**src/rtl/ec_pkg.sv**
```systemverilog
// ---------------------------------------------------------------------------
// ec_pkg
// Shared types and sizing for the encode-engine datapath.
//   packet_t        one PACKET_LENGTH-bit stream beat
//   eng_result_t    one engine result: M_MAX parity units x W packets,
//                   indexed [unit][packet]
//   outbuf_state_e  serialiser state of eng_outbuf
//   clamp_m_active  maps an out-of-range active-unit count onto M_MAX
// ---------------------------------------------------------------------------
package ec_pkg;

    localparam int PACKET_LENGTH          = 32;
    localparam int W                      = 4;
    localparam int PCK_TREE_XOR_UNITS_NUM = 2;
    localparam int M_MAX                  = PCK_TREE_XOR_UNITS_NUM;
    localparam int DEPTH                  = 4;
    localparam int M_W                    = $clog2(PCK_TREE_XOR_UNITS_NUM + 1);

    // Index widths sized exactly to the arrays they select from.
    localparam int U_W   = (M_MAX > 1) ? $clog2(M_MAX) : 1;
    localparam int B_W   = (W > 1) ? $clog2(W) : 1;
    localparam int PTR_W = $clog2(DEPTH);
    localparam int CNT_W = $clog2(DEPTH + 1);

    typedef logic [PACKET_LENGTH-1:0] packet_t;
    typedef packet_t [M_MAX-1:0][W-1:0] eng_result_t;

    typedef enum logic {
        OB_IDLE,
        OB_STREAM
    } outbuf_state_e;

    // Zero active units would produce an entry with no beats, so zero and
    // anything above M_MAX both fall back to draining every unit.
    function automatic logic [M_W-1:0] clamp_m_active(input logic [M_W-1:0] m);
        if (m == '0 || m > M_W'(M_MAX)) begin
            return M_W'(M_MAX);
        end
        return m;
    endfunction

endpackage

```
**src/rtl/eng_outbuf_fifo_mem.sv**
```systemverilog
// ---------------------------------------------------------------------------
// eng_outbuf_fifo_mem
// DEPTH-entry storage for whole engine results with read/write pointers and
// an occupancy count.
//   clk, rstn   clock, async active-low reset
//   clr         sync clear of pointers and count
//   push        store push_data at wr_ptr (caller guarantees not full)
//   push_data   engine result to store
//   pop         release the head entry (caller guarantees not empty)
//   head_data   entry at rd_ptr
//   next_data   entry at rd_ptr+1, used to start the following entry
//               without a bubble
//   count       occupancy 0..DEPTH
//   full/empty  derived from the registered count only
// ---------------------------------------------------------------------------
module eng_outbuf_fifo_mem
    import ec_pkg::*;
(
    input  logic              clk,
    input  logic              rstn,
    input  logic              clr,
    input  logic              push,
    input  eng_result_t       push_data,
    input  logic              pop,
    output eng_result_t       head_data,
    output eng_result_t       next_data,
    output logic [CNT_W-1:0]  count,
    output logic              full,
    output logic              empty
);

    eng_result_t      mem [DEPTH];
    logic [PTR_W-1:0] wr_ptr;
    logic [PTR_W-1:0] rd_ptr;

    // Entry storage carries no reset; only occupied slots are ever read out.
    always_ff @(posedge clk) begin
        if (push) begin
            mem[wr_ptr] <= push_data;
        end
    end

    // Pointers wrap naturally because DEPTH is a power of two. A push and a
    // pop on the same edge leave the count unchanged.
    always_ff @(posedge clk or negedge rstn) begin
        if (!rstn) begin
            wr_ptr <= '0;
            rd_ptr <= '0;
            count  <= '0;
        end else if (clr) begin
            wr_ptr <= '0;
            rd_ptr <= '0;
            count  <= '0;
        end else begin
            if (push) begin
                wr_ptr <= wr_ptr + PTR_W'(1);
            end
            if (pop) begin
                rd_ptr <= rd_ptr + PTR_W'(1);
            end
            count <= count + CNT_W'(push) - CNT_W'(pop);
        end
    end

    assign head_data = mem[rd_ptr];
    assign next_data = mem[rd_ptr + PTR_W'(1)];
    assign full      = (count == CNT_W'(DEPTH));
    assign empty     = (count == '0);

endmodule

```
**src/rtl/eng_outbuf.sv**
```systemverilog
// ---------------------------------------------------------------------------
// eng_outbuf
// Parity output buffer after the encode engine. Each accepted write stores a
// full engine result; the serialiser drains cfg_m_active parity units of W
// packets each onto a valid/ready stream, unit-major, packet-minor.
//   clk, rstn            clock, async active-low reset
//   outbuf_clr           sync clear: empties the FIFO and aborts the stream
//   cfg_m_active         units drained per entry, sampled at entry start
//   eng_outbuf_dout_reg  engine result to store
//   eng_outbuf_wr_req    engine write request
//   outbuf_eng_wr_ack    write accepted this cycle (combinational)
//   outbuf_eng_full      no free entry
//   outbuf_empty         FIFO empty and no stream in progress
//   out_data/out_valid/out_last/out_ready   registered packet stream
// Optional build macro OUTBUF_STATS_EN adds stat_wr_cnt, stat_rd_cnt and the
// sticky stat_ovf flag.
// ---------------------------------------------------------------------------
module eng_outbuf
    import ec_pkg::*;
(
    input  logic                     clk,
    input  logic                     rstn,
    input  logic                     outbuf_clr,
    input  logic [M_W-1:0]           cfg_m_active,
    input  eng_result_t              eng_outbuf_dout_reg,
    input  logic                     eng_outbuf_wr_req,
    output logic                     outbuf_eng_wr_ack,
    output logic                     outbuf_eng_full,
    output logic                     outbuf_empty,
    output logic [PACKET_LENGTH-1:0] out_data,
    output logic                     out_valid,
    output logic                     out_last,
    input  logic                     out_ready
`ifdef OUTBUF_STATS_EN
    ,
    output logic [31:0]              stat_wr_cnt,
    output logic [31:0]              stat_rd_cnt,
    output logic                     stat_ovf
`endif
);

    outbuf_state_e          state, state_n;
    logic [M_W-1:0]         m_lat, m_lat_n;
    logic [U_W-1:0]         u, u_n;
    logic [B_W-1:0]         b, b_n;
    logic                   out_valid_n;
    logic                   out_last_n;
    logic [PACKET_LENGTH-1:0] out_data_n;

    eng_result_t            head_data;
    eng_result_t            next_data;
    logic [CNT_W-1:0]       fifo_count;
    logic                   fifo_full;
    logic                   fifo_empty;
    logic                   push;
    logic                   pop;
    logic                   beat_done;

    // Full is judged on the registered count, so a slot freed by a pop on
    // this edge only becomes writable on the next cycle.
    assign push              = eng_outbuf_wr_req & ~fifo_full & ~outbuf_clr;
    assign outbuf_eng_wr_ack = push;
    assign outbuf_eng_full   = fifo_full;
    assign outbuf_empty      = fifo_empty & (state == OB_IDLE);

    assign beat_done = (state == OB_STREAM) & out_valid & out_ready;
    assign pop       = beat_done & out_last & ~outbuf_clr;

    eng_outbuf_fifo_mem u_fifo_mem (
        .clk       (clk),
        .rstn      (rstn),
        .clr       (outbuf_clr),
        .push      (push),
        .push_data (eng_outbuf_dout_reg),
        .pop       (pop),
        .head_data (head_data),
        .next_data (next_data),
        .count     (fifo_count),
        .full      (fifo_full),
        .empty     (fifo_empty)
    );

    // Serialiser next state. The stream outputs are registered, so the data
    // for the beat that will be shown after this edge is selected here: the
    // head entry when starting or advancing, the entry behind the head when
    // the last beat is taken and another entry is already waiting.
    always_comb begin
        state_n    = state;
        m_lat_n    = m_lat;
        u_n        = u;
        b_n        = b;
        out_data_n = out_data;

        if (outbuf_clr) begin
            state_n    = OB_IDLE;
            u_n        = '0;
            b_n        = '0;
            out_data_n = '0;
        end else begin
            case (state)
                OB_IDLE: begin
                    if (!fifo_empty) begin
                        state_n    = OB_STREAM;
                        m_lat_n    = clamp_m_active(cfg_m_active);
                        u_n        = '0;
                        b_n        = '0;
                        out_data_n = head_data[0][0];
                    end
                end
                OB_STREAM: begin
                    if (beat_done) begin
                        if (out_last) begin
                            if (fifo_count > CNT_W'(1)) begin
                                m_lat_n    = clamp_m_active(cfg_m_active);
                                u_n        = '0;
                                b_n        = '0;
                                out_data_n = next_data[0][0];
                            end else begin
                                state_n    = OB_IDLE;
                                u_n        = '0;
                                b_n        = '0;
                                out_data_n = '0;
                            end
                        end else begin
                            if (b == B_W'(W - 1)) begin
                                b_n = '0;
                                u_n = u + U_W'(1);
                            end else begin
                                b_n = b + B_W'(1);
                            end
                            out_data_n = head_data[u_n][b_n];
                        end
                    end
                end
                default: begin
                    state_n = OB_IDLE;
                end
            endcase
        end

        out_valid_n = (state_n == OB_STREAM);
        out_last_n  = (state_n == OB_STREAM) &&
                      (u_n == U_W'(m_lat_n - M_W'(1))) &&
                      (b_n == B_W'(W - 1));
    end

    // Serialiser registers, including the registered stream outputs.
    always_ff @(posedge clk or negedge rstn) begin
        if (!rstn) begin
            state     <= OB_IDLE;
            m_lat     <= M_W'(M_MAX);
            u         <= '0;
            b         <= '0;
            out_valid <= 1'b0;
            out_last  <= 1'b0;
            out_data  <= '0;
        end else begin
            state     <= state_n;
            m_lat     <= m_lat_n;
            u         <= u_n;
            b         <= b_n;
            out_valid <= out_valid_n;
            out_last  <= out_last_n;
            out_data  <= out_data_n;
        end
    end

`ifdef OUTBUF_STATS_EN
    // Statistics survive outbuf_clr; only rstn clears them.
    always_ff @(posedge clk or negedge rstn) begin
        if (!rstn) begin
            stat_wr_cnt <= '0;
            stat_rd_cnt <= '0;
            stat_ovf    <= 1'b0;
        end else begin
            if (push) begin
                stat_wr_cnt <= stat_wr_cnt + 32'd1;
            end
            if (pop) begin
                stat_rd_cnt <= stat_rd_cnt + 32'd1;
            end
            if (eng_outbuf_wr_req && fifo_full) begin
                stat_ovf <= 1'b1;
            end
        end
    end
`endif

endmodule
```
**config.mk**
```make
export PLATFORM = sky130hd
export DESIGN_NAME = eng_outbuf
export DESIGN_NICKNAME = d
export VERILOG_FILES = /design/src/rtl/ec_pkg.sv /design/src/rtl/eng_outbuf_fifo_mem.sv /design/src/rtl/eng_outbuf.sv
export SDC_FILE = /design/constraint.sdc
export NUM_CORES = 1
export LEC_CHECK = 0
export CAP_MARGIN = 20
export CORE_ASPECT_RATIO = 1.75
export CORE_MARGIN = 2
export CORE_UTILIZATION = 25
export CTS_CLUSTER_DIAMETER = 60
export DETAILED_ROUTE_END_ITERATION = 6
export SYNTH_ARGS = -nofsm -noshare
export SYNTH_HDL_FRONTEND = slang
export SYNTH_HIERARCHICAL = 1
export SYNTH_SLANG_ARGS = --single-unit
```
**constraint.sdc**
```tcl
create_clock -name clk -period 8.7 [get_ports clk]
set_clock_uncertainty 0.05 [all_clocks]
set_input_delay 0.87 -clock clk [delete_from_list [all_inputs] [get_ports clk]]
set_output_delay 0.87 -clock clk [all_outputs]
set_load 0.01 [all_outputs]
```
[Yosys cells after proc, flatten, opt, wreduce, memory -nomap -nowiden]
Memory sizes are Yosys's and may differ from the RTL's.
Index checks and enable logic that the tools add are counted.
Storage, ports and cells
  register bits: 46
  RAM bits: 1024
  bits of input ports: 263
  output and inout bits: 37
  word-level logic and storage cells: 105
  memories kept: 1
Cells by class
  $add $sub $neg: 7
  $lt $le $gt $ge: 4
  equality and inequality tests: 6
  mux-type cells: 61
  bitwise gates (word level): 9
  reductions and logical operators: 8
Memories
  u_fifo_mem.mem: depth 4, width 256, read ports 2, clocked after Yosys merged registers in 0, wr ports 1, line eng_outbuf_fifo_mem.sv:32  | eng_result_t mem [DEPTH];
Operators with widths (count)
  $mux 128: 2
  $mux 32: 6
  $bmux 32 s2: 1
  $pmux 32 s2: 1
  $mux 2: 21
  $mux 1: 25
  $pmux 2 s2: 2
  $add 2x1->2 const B: 3
  $and 1x1->1: 6
  $eq 2x2->1 const B: 2
  $pmux 1 s2: 2
  $reduce_bool 2->1: 2
  $add 3x1->3: 1
  $eq 3x3->1 const B: 1
  $gt 3x1->1 const B: 1
  $logic_not 3->1: 1
  $lt 2x3->1 const B: 1
  $mux 3: 1
  $ne 3x2->1 const B: 1
  $ne 3x3->1 const B: 1
  $not 1->1: 3
  $sub 3x1->3: 1
  $gt 2x2->1 const B: 1
  $logic_and 1x1->1: 2
  other kinds (7): 7

[Depth between registers and ports, before layout]
Gate-level depths: netlist of run 1.
  word-level depth: 18
  gate-level depth with buffers: 11
  depth with buffers taken out: 9

[Cells and area by module]
Netlist of run 1, hierarchy kept.
By module, submodules not included
  eng_outbuf_fifo_mem: instances 1, cells an instance 1688, area each 43540.5 µm², seq. area each 30924.7 µm²
  eng_outbuf: instances 1, cells an instance 570, area each 5062.4 µm², seq. area each 950.9 µm²

[Worst setup path after synthesis of run 1]
No wires, ideal clock.
  path type: in2reg
  start: in outbuf_clr
  end: mem u_fifo_mem/mem[0][0] (netlist name), enable pin
  library setup time: 0.648 ns
  data arrival time: 7.748 ns
  required time: 8.002 ns
  setup slack: 0.254 ns
  stages on the path: 3
  path buffers: 1
  cells stage by stage: clkbuf_1 nor3b_1 and2_1
On the way
  word-level cells in the longest chain between the ends: 4
Ends and longest elaborated chain
  start, declared: line eng_outbuf.sv:23  | input logic outbuf_clr,
  $not 1->1: line eng_outbuf.sv:61  | assign push = eng_outbuf_wr_req & ~fifo_full & ~outbuf_clr;
  $and 1x1->1: line eng_outbuf.sv:61
  named net outbuf_eng_wr_ack: line eng_outbuf.sv:27  | output logic outbuf_eng_wr_ack,
  $mux 1: line eng_outbuf_fifo_mem.sv:38  | if (push) begin
  $mux 1 (not written as such): line eng_outbuf_fifo_mem.sv:39  | mem[wr_ptr] <= push_data;
  end, declared: line eng_outbuf_fifo_mem.sv:32
The timed path passes the listed nets, and every way through them passes these cells.

==> out/results.txt, run 1 <==
Outcome: finished, violations left
Failing checks: slew limit
GR Overflow Total: 0
Post-synthesis cell area: 43200 um^2
Crit path from: u_fifo_mem/rd_ptr[0]
DRC Markers: 0
FF-to-FF Start: u_fifo_mem/rd_ptr[0]
Net count after synthesis: 2259
Remaining antenna violation count: 0
Die Span X: 318 um
DR iter-0 viols: 1801
Fin worst setup slack: 4500 ps
DR vias: 21800
FF/Latch Area: 31900 um^2
Pwr Density: 218 nW/um^2
Post-placement cell count: 4427
Row count: 201
Layout Cells excl Fill: 4638
Final Hold Fails: 0
Worst-Margin Slew: 1510 ps
Core box area: 172000 um^2
Routability cong.: 0.720
Max_slew headroom: -0.00744
Setup crit end kind: flip-flop
Hold_buf cts: 0
Tmin final: 4200 ps
Mapped Avg Cell Area: 21.7 um^2
Initial Utilization: 0.252
Max-cap check violation count: 0
Leak: 0.0158 uW
Worst-Skew Late Latency: 730 ps
TritonCTS clock tree: yes
Fin nets: 2572
Critical path peak fanout: 54
CTS Buf Count: 105
Clock Path Buffers: 3
Layout cells sized above 1: 0.243
Routed WL: 121 mm
Yosys warns: 6
Element type at the critical path start: flip-flop
Layout Area Growth over Synthesis: 20.9%
First-pass GRT wire length: 171 mm
H-tree depth: 3
Tcrit/Tclk final: 0.483
Initial antenna violation count: 64
RSZ-0062 raised after global routing: false
Min-Delay Path Class: in -> async
WP data required: 9270 ps
Root buffer cell: clkbuf_16
Fmax: 0.238 GHz
Die ar.: 176000 um^2
Vias in the first global route: 22600
PortBufs: 299
Post-Place Setup Slack: 4250 ps
PostCTS Resize Cnt: 0
Largest net degree at the start of global routing: 157
Slew Viols, Final: 15
Fill count: 16500
Setup TNS: 0 ps
Crit path DAT: 4770 ps
Crit path kind: reg -> reg
Multi-input gate area: 10500 um^2
WL/cell: 26.1 um
Syn Inst Count: 1988
DP Wirelength: 77.1 mm
# setup viols final: 0
Number of setup buffers added after CTS: 0
Reg clk slew, reported paths: 70 ps
Sink Count: 1069
Via-per-instance ratio: 4.69
Peak supply drop: 0.168 mV
Pre-antenna DRT Iters: 5
Hold slack: 271 ps
Gr usage total: 0.136
Num ports: 300
Die Span Y: 554 um
worst max-delay path, stage by stage, from the launching register on:
cell and delay (ps):
dfrtp_4 1070, buf_12 420, buf_4 740, mux4_2 630, a21boi_0 740, a31oi_1 190, a21o_1 190
sequential cells by signal (all words and copies together), names as in the netlist:
signal,cells
u,1
b,2
u_fifo_mem/mem,1024
out_last,1
u_fifo_mem/wr_ptr,2
m_lat,1
u_fifo_mem/count,3
out_data,32
state,1
u_fifo_mem/rd_ptr,2
cell usage in the layout, fill, tap and decap left out, drive strengths merged, types with 4 or more instances in the layout:
cell type         n
mux4            320
a31oi            31
o211ai           32
and2              4
mux2             34
edfxtp         1024
o21ai            62
mux2i            33
nand2            37
clkbuf          132
ha                7
nor2             13
diode            12
a21boi           31
o22ai            63
a21o             32
a21oi             5
a221o            32
clkinv           48
inv              14
clkdlybuf4s50   298
clkinvlp          6
bufinv            7
buf              47
dfrtp            45
cell type report:
class                      instances  area share
tap                             2233      0.0534
antenna                           12    0.000574
timing repair buffer             345      0.0655
clock buffer                     132      0.0551
multi-input combinational        772       0.202
inverter                           8    0.000574
clock inverter                    67      0.0130
sequential                      1069       0.610
worst paths after layout:
check,to,slack (ps),cells past startpoint
min in group clk,out_data[4],430,1
max in group asynchronous,u_fifo_mem/rd_ptr[1],7650,2
worst max-delay path,out_data[13],4500,6
worst max register to register,out_data[13],4500,6
worst min-delay path,out_data[12],270,2
worst min register to register,out_data[4],430,1
power by group:
group | internal [uW] | switching, uW | total (uW)
Combinational | 414 | 486 | 900
Sequential | 5810 | 92.9 | 5910
Clock | 2590 | 2020 | 4610
metrics by stage:
| step | total power, uW | util | instance area [um^2] |
|---|---|---|---|
| after CTS | 11600 | 0.305 | 52300 |
| final | 11400 | 0.305 | 52300 |
| after floorplan | 6450 | - | 43200 |
| after detailed placement | 6940 | 0.284 | 48700 |
| after global routing | 11800 | 0.305 | 52300 |
| after global placement | 6920 | 0.284 | 48600 |
routing by layer:
layer  track usage  share of wire
met5             0         0.0027
met4        0.0503          0.032
met3        0.0380          0.073
met2         0.224           0.49
met1         0.169           0.40
(Power assumes the default switching activity.)
==> run 2: changes to the inputs <==
clock period = 4.05 ns   (was 8.7 ns; I/O delays follow)
==> run 2 against run 1 <==
  * The flow now finishes without violations
  * Flip-flop and latch count unchanged
  * Register-to-register slack got worse by 4000 ps
  * Fmax up 17%
  * Non-clock buffer count rose by 82
  * Power up 110%
  * Wire length down 1.1%
  * Die area did not move
  * Combinational power grew 120%
  * First-iteration DRC count is 12% lower
  * Critical path depth is 2 higher
  * Global-route usage down 0.15 points
  * Critical path type unchanged
  * Critical endpoint is now out_data[11]
  * Highest routed layer unchanged
==> out/results.txt, run 2 (synthesis gave the netlist of run 1 again) <==
Fin area: 53100 um^2 (+1.6%)
Crit path kind: reg -> reg
Buf/Inv on CP: 3 (+1)
Outcome: completed
Sink Count: 1069 (unchanged)
Crit path from: u_fifo_mem/rd_ptr[0]
Largest register FFs: 1024 (unchanged)
Element type at the critical path start: flip-flop
Most common cell after layout, fill and taps aside: edfxtp_1
Critical path peak fanout: 25 (-54%)
Peak supply drop: 0.368 mV (+120%)
Die ar.: 176000 um^2 (unchanged)
Layout cells sized above 1: 0.265 (+0.0218)
Core box area: 172000 um^2 (unchanged)
Max_slew headroom: 0.273 (+0.281)
CTS Buf Count: 100 (-4.8%)
Num ports: 300 (unchanged)
H-tree depth: 3 (unchanged)
Tmin final: 3590 ps (-612 ps)
Row count: 201 (unchanged)
Fin worst setup slack: 462 ps (-4040 ps)
Clock Path Buffers: 3 (unchanged)
Worst-Margin Slew: 1090 ps (-423 ps)
CP peak stage delay: 780 ps (-290 ps)
Root buffer cell: clkbuf_16
Slew Viols, Final: 0 (-15)
Most frequent cells in the layout: 1024 x edfxtp_1, 320 x mux4_2, 298 x clkdlybuf4s50_1, 100 x clkbuf_16, 91 x buf_4
Total power: 24400 uW (+110%)
Crit path DAT: 4140 ps (-630 ps)
Initial Utilization: 0.252 (unchanged)
Via-per-instance ratio: 4.66 (-0.78%)
Placed Area: 49700 um^2 (+2.0%)
DRC Markers: 0 (unchanged)
Pwr Density: 459 nW/um^2 (+110%)
Worst-Skew Late Latency: 700 ps (-30 ps)
TritonCTS clock tree: yes
Remaining antenna violation count: 0 (unchanged)
Pre-antenna DRT Iters: 6 (+1)
First-pass GRT wire length: 170 mm (-0.28%)
Largest Register: u_fifo_mem/mem
Die Span Y: 554 um (unchanged)
Vias in the first global route: 23000 (+1.9%)
Layout Area Growth over Synthesis: 22.9%
Delay-heaviest family, CP: compound AO/OA/AOI/OAI gates
WP data required: 4600 ps (-4670 ps)
PostCTS Resize Cnt: 0 (unchanged)
Fmax: 0.279 GHz (+17%)
Hold slack: 142 ps (-128 ps)
DR vias: 21900 (+0.66%)
Reg clk slew, reported paths: 70 ps (about the same)
Slowest-stage cell, CP: o211ai_1
Fin nets: 2649 (+3.0%)
Routed WL: 120 mm (-1.1%)
CP Cell Sequence: buf_12 -> buf_12 -> mux4_2 -> mux4_2 -> o211ai_1 -> buf_4 -> a31oi_1 -> a21o_1
Fill count: 16600 (+0.50%)
RSZ-0062 raised after global routing: false
Tcrit/Tclk final: 0.886 (+0.403)
Min-Delay Path Class: in -> async
# setup viols final: 0 (unchanged)
GR Overflow Total: 0 (unchanged)
Number of setup buffers added after CTS: 0 (unchanged)
DR iter-0 viols: 1580 (-12%)
Initial antenna violation count: 53 (-17%)
Gr usage total: 0.134 (-0.00147)
Max-cap check violation count: 0 (unchanged)
Leak: 0.0162 uW (+2.6%)
Die Span X: 318 um (unchanged)
Biggest registers after layout: u_fifo_mem/mem x1024, out_data x32, u_fifo_mem/count x3
WL/cell: 25.4 um (-2.5%)
Post-Place Setup Slack: 414 ps (-3840 ps)
DP Wirelength: 82.0 mm (+6.4%)
Critical Path Stages: 8 (+2)
FF-to-FF Start: u_fifo_mem/rd_ptr[0]
Final core occ: 0.310 (+0.00497)
Setup crit end kind: flip-flop
Routability cong.: 0.742 (+3.0%)
R2R cell count: 8 (+2)
Largest net degree at the start of global routing: 76 (-52%)
Final Hold Fails: 0 (unchanged)
PortBufs: 299 (unchanged)
run 2: stage by stage:
stage,setup TNS (ps),instances
global placement,0,4508
global route,0,4698
finish,0,4705
floorplan,-1121950,1988
CTS,0,4697
detailed placement,0,4508
run 2: where the power goes:
group / switching [uW] / internal [uW]
Clock: 4290 / 5450
Sequential: 202 / 12500
Combinational: 1050 / 952
Total: 5530 / 18900
run 2: worst paths after layout:
kind | slack, ps | end
max | 460 | out_data[11]
min | 140 | out_data[7]
max reg2reg | 460 | out_data[11]
min reg2reg | 430 | out_data[3]
max in group asynchronous | 2830 | u_fifo_mem/rd_ptr[0]
min in group clk | 280 | u_fifo_mem/mem[0][114]
run 2: worst reg2reg max path, delay by kind of cell (launching register included):
family	cells	cell delay (ps)
compound gates	3	1030
flops	1	590
buf+inv	3	800
mux	2	1020
run 2: repair_timing:
item                                    CTS  global route
endpoints found under the hold margin    12             0
hold buffers                              1             0
endpoints found under the setup margin    0             0
run 2: area by class of cell:
cell class / instances / area (um^2) / area share
clock inverters: 70 / 857 / 0.0161
repair buffers: 427 / 4400 / 0.0828
multi-input cells: 772 / 10500 / 0.199
inverters: 8 / 30.0 / 0.000565
diodes: 8 / 20.0 / 0.000377
clock buffers: 118 / 2590 / 0.0487
well taps: 2233 / 2790 / 0.0526
flip-flops and latches: 1069 / 31900 / 0.600
run 2: layer usage:
layer  vias to the layer above  track usage  share of wire
li1                       9345            -              -
met1                     11600        0.162           0.39
met2                       739        0.227           0.49
met3                       205       0.0434          0.081
met4                        52       0.0398          0.027
met5                         -            0         0.0029
